==> config.mk <==
export PLATFORM = sky130hd
export DESIGN_NAME = sdram_burst_master
export DESIGN_NICKNAME = d
export VERILOG_FILES = /design/src/rtl/sdram_burst_master.sv
export SDC_FILE = /design/constraint.sdc
export NUM_CORES = 1
export LEC_CHECK = 0
export ABC_AREA = 1
export BUFFER_PORTS_ARGS = -buffer_cell sky130_fd_sc_hd__buf_2
export CORE_ASPECT_RATIO = 1.25
export CORE_MARGIN = 3
export CORE_UTILIZATION = 61
export CTS_BUF_LIST = sky130_fd_sc_hd__clkbuf_4 sky130_fd_sc_hd__clkbuf_8 sky130_fd_sc_hd__clkbuf_16
export CTS_CLUSTER_DIAMETER = 80
export DETAILED_ROUTE_END_ITERATION = 16
export PLACE_DENSITY_LB_ADDON = 0.08
export SYNTH_ARGS = -nofsm -noshare
export SYNTH_HDL_FRONTEND = slang
export SYNTH_SLANG_ARGS = --single-unit
==> constraint.sdc <==
create_clock -name clk -period 14.1 [get_ports clk]
set_input_delay 1.41 -clock clk [delete_from_list [all_inputs] [get_ports clk]]
set_output_delay 1.41 -clock clk [all_outputs]
set_load 0.03 [all_outputs]
==> src/rtl/sdram_burst_master.sv <==
// rtl/sdram_burst_master.sv - burst request initiator for the SDRAM controller
// Arbitrates FIFO-level-driven write/read bursts over two circular address regions.
module sdram_burst_master #(
  parameter int DATA_WIDTH = 16,
  parameter int FIFO_DEPTH = 1024,
  parameter int LVL_WIDTH  = 11
) (
  input  logic                 clk,
  input  logic                 rst_n,
  input  logic                 sdram_init_done,
  input  logic [23:0]          wr_min_addr,
  input  logic [23:0]          wr_max_addr,
  input  logic [9:0]           wr_len,
  input  logic                 wr_load,
  input  logic [LVL_WIDTH-1:0] wr_fifo_level,
  output logic                 wr_fifo_rdreq,
  input  logic [23:0]          rd_min_addr,
  input  logic [23:0]          rd_max_addr,
  input  logic [9:0]           rd_len,
  input  logic                 rd_load,
  input  logic                 rd_en,
  input  logic [LVL_WIDTH-1:0] rd_fifo_level,
  output logic                 rd_fifo_wrreq,
  output logic                 sdram_wr_req,
  input  logic                 sdram_wr_ack,
  output logic [23:0]          sdram_wr_addr,
  output logic [9:0]           sdram_wr_burst,
  output logic                 sdram_rd_req,
  input  logic                 sdram_rd_ack,
  output logic [23:0]          sdram_rd_addr,
  output logic [9:0]           sdram_rd_burst
);

  localparam int LW1 = LVL_WIDTH + 1;

  typedef enum logic [2:0] {S_IDLE, S_WR_REQ, S_WR_BURST, S_RD_REQ, S_RD_BURST} state_t;

  if (DATA_WIDTH < 1 || LVL_WIDTH < 10) begin : g_param_check
    $error("sdram_burst_master: unsupported DATA_WIDTH or LVL_WIDTH");
  end

  state_t      r_state;
  logic [23:0] r_wr_ptr, r_rd_ptr;
  logic        r_wr_req, r_rd_req;
  logic        r_last_wr;
  logic        r_wr_load_d, r_rd_load_d;
  logic        r_wr_pend, r_rd_pend;
  logic        r_wr_ack_d, r_rd_ack_d;

  logic           w_wr_ok, w_rd_ok;
  logic [LW1-1:0] w_rd_sum;
  logic [24:0]    w_wr_next, w_wr_end, w_rd_next, w_rd_end;
  logic [23:0]    w_wr_adv, w_rd_adv;
  logic           w_wr_load_rise, w_rd_load_rise;
  logic           w_wr_done, w_rd_done;

  // Read-side sum is one bit wider so a nearly full FIFO cannot wrap into eligibility.
  assign w_rd_sum = LW1'(rd_fifo_level) + LW1'(rd_len);
  assign w_wr_ok  = sdram_init_done && (wr_fifo_level >= LVL_WIDTH'(wr_len));
  assign w_rd_ok  = sdram_init_done && rd_en && (w_rd_sum <= LW1'(FIFO_DEPTH));

  assign w_wr_next = {1'b0, r_wr_ptr} + 25'(wr_len);
  assign w_wr_end  = w_wr_next + 25'(wr_len);
  assign w_wr_adv  = (w_wr_end > {1'b0, wr_max_addr}) ? wr_min_addr : w_wr_next[23:0];
  assign w_rd_next = {1'b0, r_rd_ptr} + 25'(rd_len);
  assign w_rd_end  = w_rd_next + 25'(rd_len);
  assign w_rd_adv  = (w_rd_end > {1'b0, rd_max_addr}) ? rd_min_addr : w_rd_next[23:0];

  assign w_wr_load_rise = wr_load & ~r_wr_load_d;
  assign w_rd_load_rise = rd_load & ~r_rd_load_d;
  assign w_wr_done      = r_wr_ack_d & ~sdram_wr_ack;
  assign w_rd_done      = r_rd_ack_d & ~sdram_rd_ack;

  // Pass-through outputs are gated so every output reads 0 while reset is held.
  assign wr_fifo_rdreq  = rst_n & sdram_wr_ack;
  assign rd_fifo_wrreq  = rst_n & sdram_rd_ack;
  assign sdram_wr_burst = rst_n ? wr_len : 10'd0;
  assign sdram_rd_burst = rst_n ? rd_len : 10'd0;
  assign sdram_wr_addr  = r_wr_ptr;
  assign sdram_rd_addr  = r_rd_ptr;
  assign sdram_wr_req   = r_wr_req;
  assign sdram_rd_req   = r_rd_req;

  always_ff @(posedge clk or negedge rst_n) begin
    if (!rst_n) begin
      r_state     <= S_IDLE;
      r_wr_ptr    <= 24'd0;
      r_rd_ptr    <= 24'd0;
      r_wr_req    <= 1'b0;
      r_rd_req    <= 1'b0;
      r_last_wr   <= 1'b0;
      r_wr_load_d <= 1'b0;
      r_rd_load_d <= 1'b0;
      r_wr_pend   <= 1'b0;
      r_rd_pend   <= 1'b0;
      r_wr_ack_d  <= 1'b0;
      r_rd_ack_d  <= 1'b0;
    end else begin
      r_wr_load_d <= wr_load;
      r_rd_load_d <= rd_load;
      r_wr_ack_d  <= sdram_wr_ack;
      r_rd_ack_d  <= sdram_rd_ack;

      // Rewinds wait for IDLE so a load during a burst lands once that burst is done.
      if (r_state == S_IDLE && r_wr_pend) begin
        r_wr_ptr  <= wr_min_addr;
        r_wr_pend <= 1'b0;
      end
      if (r_state == S_IDLE && r_rd_pend) begin
        r_rd_ptr  <= rd_min_addr;
        r_rd_pend <= 1'b0;
      end
      if (w_wr_load_rise) r_wr_pend <= 1'b1;
      if (w_rd_load_rise) r_rd_pend <= 1'b1;

      case (r_state)
        S_IDLE: begin
          if (w_wr_ok && (!w_rd_ok || !r_last_wr)) begin
            r_wr_req <= 1'b1;
            r_state  <= S_WR_REQ;
          end else if (w_rd_ok) begin
            r_rd_req <= 1'b1;
            r_state  <= S_RD_REQ;
          end
        end
        S_WR_REQ: begin
          if (sdram_wr_ack) begin
            r_wr_req <= 1'b0;
            r_state  <= S_WR_BURST;
          end
        end
        S_WR_BURST: begin
          if (w_wr_done) begin
            r_wr_ptr  <= w_wr_adv;
            r_last_wr <= 1'b1;
            r_state   <= S_IDLE;
          end
        end
        S_RD_REQ: begin
          if (sdram_rd_ack) begin
            r_rd_req <= 1'b0;
            r_state  <= S_RD_BURST;
          end
        end
        S_RD_BURST: begin
          if (w_rd_done) begin
            r_rd_ptr  <= w_rd_adv;
            r_last_wr <= 1'b0;
            r_state   <= S_IDLE;
          end
        end
        default: r_state <= S_IDLE;
      endcase
    end
  end

endmodule

==> results.cfg <==
[final_layout]
diodes = 0
nets = 2104
fill_cells = 1380
layout-drive-gt1-share_pct = 14.1
seq_area_sq_um = 1500
instances_no_fill = 2056
area_delta_synth_final_pct = 15.6
multi_input_area_sq_um = 6740

[clock_tree]
worstSkewPairLatency_ns = 0.34
clk_pin_slew_ns = 0.06
cts_made_buffers = 9
postCtsSetupRepairBufs = 0
root_buffer = clkbuf_16
ctsResizeCount = 0
hold_buffers = 0
cts_tree = yes
clock_sinks = 60
h-tree-depth = 3
cts_buffer_depth = 2

[sta]
finalMaxSlewViolations = 0
worst-slew-pin-transition_ns = 1.16
finalHoldViolations = 0
relSlewSlack_pct = 22.4
timing.fmax_mhz = 140
rsz0062_at_grt = false
post-route-period-util_pct = 50.8
finClkSkew_ns = 0.00661
setup_viol = 0
timing.final.crit_period_ns = 7.16
tns_ns = 0

[place]
place_congestion = 0.977
hpwlAfterDp_mm = 24.1
port_buffers = 217
dp_cells = 2040

[grt]
grt_pass1_wl_mm = 49.4
grt_max_degree = 83
grt_use_total_pct = 34.2
grt-ovfl-total = 0
antenna_found_initial = 0
grt_pass1_vias = 10800

[setup_path]
end_kind = register
critPathKind = in2reg
crit_arrival_ns = 7.40
worstPathRequired_ns = 14.34
crit_slowest_cell = nand3_2
max_stage_delay_ns = 0.74
path_max_fanout = 25
cpMostUsedCell = nand2_1
cp-start-kind = primary input

[synthesis]
syn_inst = 1645
ys_seq_elements = 60
synthesis.nets = 1906
netlist_area_sq_um = 9620
avgSynthCellArea_sq_um = 5.85
synth_ff_type = dfrtp_1
ys_warn_count = 0
synth_cell_types = 50
synthArstFlopShare_pct = 100
synth_edf_count = 0
ys_seq_area_share_pct = 15.6

[floorplanning]
num_rows = 50
start_util_pct = 63.3
core_area_sq_um = 15200
fp.dieW_microns = 118
io_pins = 218
die_area_sq_um = 17300
die_y_microns = 146

[route]
wl_met1_mm = 11.2
routed-wl-met2_mm = 15.4
dr.first_iter.drc_count = 678
routedWlPerCell_microns = 14.4
vias_per_cell = 5.42
post-route-drc-count = 0
maxUsedRoutingLayer = met4
wl_met3_mm = 1.67
antenna_left = 0
firstDrtPassIters = 5
wirelength_mm = 29.7
num_vias = 11100

[pwr]
leakagePower_uw = 0.00664
finalPower_uw = 2880
ir_drop_mv = 0.159
pwr_density_cell_nw_per_um2 = 259

[run_status]
status = completed

[job]
maxCapViolations = 0

[min_path]
holdCritPathClass = reg2reg
-- cell type report --
type                            instances  area share, %
Clock inverter                          7          0.675
Multi-Input combinational cell       1231           60.6
Tap cell                              208           2.34
Sequential cell                        60           13.5
Timing Repair Buffer                  221           10.1
Clock buffer                            9           2.03
Inverter                              320           10.8
-- worst paths after layout --
| kind | from | end | slack, ns | cells after the start |
|---|---|---|---|---|
| max | rd_len[0] | sdram_rd_addr[2] | 6.94 | 36 |
| min | r_wr_load_d | r_wr_pend | 0.43 | 1 |
| max reg2reg | sdram_rd_addr[0] | sdram_rd_addr[2] | 7.74 | 35 |
| min reg2reg | r_wr_load_d | r_wr_pend | 0.43 | 1 |
| max in group asynchronous | rst_n | sdram_rd_addr[14] | 12.18 | 1 |
| min in group asynchronous | rst_n | sdram_wr_addr[6] | 1.23 | 1 |
-- placed cells by master (no fill, tap or decap), types with 2 or more instances in the layout --
cell type,Yosys,routed
nand3_1,175,175
a21boi_0,3,3
nand3_2,6,6
and2_1,3,3
clkinvlp_4,0,3
o2111ai_1,2,2
clkbuf_16,0,9
a21o_1,4,4
inv_6,0,2
or2_2,2,2
dfrtp_1,60,60
inv_1,318,318
nand3b_1,12,12
ha_1,110,110
fa_1,5,5
o22ai_1,2,2
nor2_2,1,3
a211oi_1,2,2
o21ai_0,80,80
nand4_1,23,23
o21ai_1,11,11
xnor2_1,20,20
nand2_1,486,486
nor4_1,3,3
a21oi_1,73,73
xor2_1,40,40
buf_4,2,5
nand2_2,5,5
nor3_1,19,19
buf_2,4,216
a31oi_1,2,2
nor2_1,126,124
-- worst max-delay path: cells and delay by family --
kind	cells	cell delay [ns]
AOI/OAI and AO/OA	2	0.58
buffers and inverters	7	0.55
and+or+nand+nor	21	3.38
xor gates and xnor gates	2	0.26
adders and majority gates	4	1.20
-- per-stage QoR --
step / util, % / hold slack (ns) / setup WS [ns] / area (sq um)
final: 73.1 / 0.431 / 6.94 / 11100
after global routing: 73.1 / 0.446 / 6.23 / 11100
after CTS: 73.1 / 0.435 / 7.07 / 11100
after detailed placement: 71.2 / 0.429 / 6.71 / 10800
after global placement: 71.2 / 0.422 / 6.93 / 10800
after floorplan: - / 0.410 / 8.39 / 9620
-- per-layer routing --
metal,up-vias,global-route usage (%)
met1,5011,37.7
met5,-,0
met2,425,64.3
met4,0,17.1
met3,109,3.87
li1,5599,-
-- logic make-up after synthesis --
family / synth area share (%)
AND/OR/NAND/NOR: 38.4
buffers and inverters: 14.4
AO/OA/AOI/OAI: 10.6
adder cells (fa/ha/maj): 15.3
XOR/XNOR: 5.63
flip-flops: 15.6
-- where the power goes --
part	internal (uW)	switching (uW)	leakage [uW]	total (uW)
combinational	804	1470	0.00581	2270
sequential	256	118	0.000695	374
clock	138	94.2	0.000138	232
total	1200	1680	0.00664	2880
-- cells in the mapped netlist, drive strengths merged, types with 2 or more instances --
| cell type | number | area share [%] |
|---|---|---|
| nand2 | 492 | 19 |
| inv | 319 | 12 |
| nand3 | 181 | 9.7 |
| nor2 | 128 | 5.1 |
| ha | 110 | 14 |
| o21ai | 91 | 4.7 |
| a21oi | 74 | 4.0 |
| dfrtp | 60 | 16 |
| xor2 | 41 | 3.8 |
| nand4 | 23 | 1.5 |
| clkbuf | 22 | 0.87 |
| xnor2 | 20 | 1.8 |
| nor3 | 19 | 0.99 |
| buf | 12 | 1.1 |
| nand3b | 12 | 0.94 |
| fa | 5 | 1.0 |
| a21boi | 4 | 0.31 |
| a21o | 4 | 0.31 |
| and2 | 3 | 0.20 |
| nor4 | 3 | 0.20 |
| a211oi | 2 | 0.16 |
| a31oi | 2 | 0.13 |
| o2111ai | 2 | 0.18 |
| o22ai | 2 | 0.13 |
| or2 | 2 | 0.13 |
Note: power is estimated with default switching activity, not from simulation.
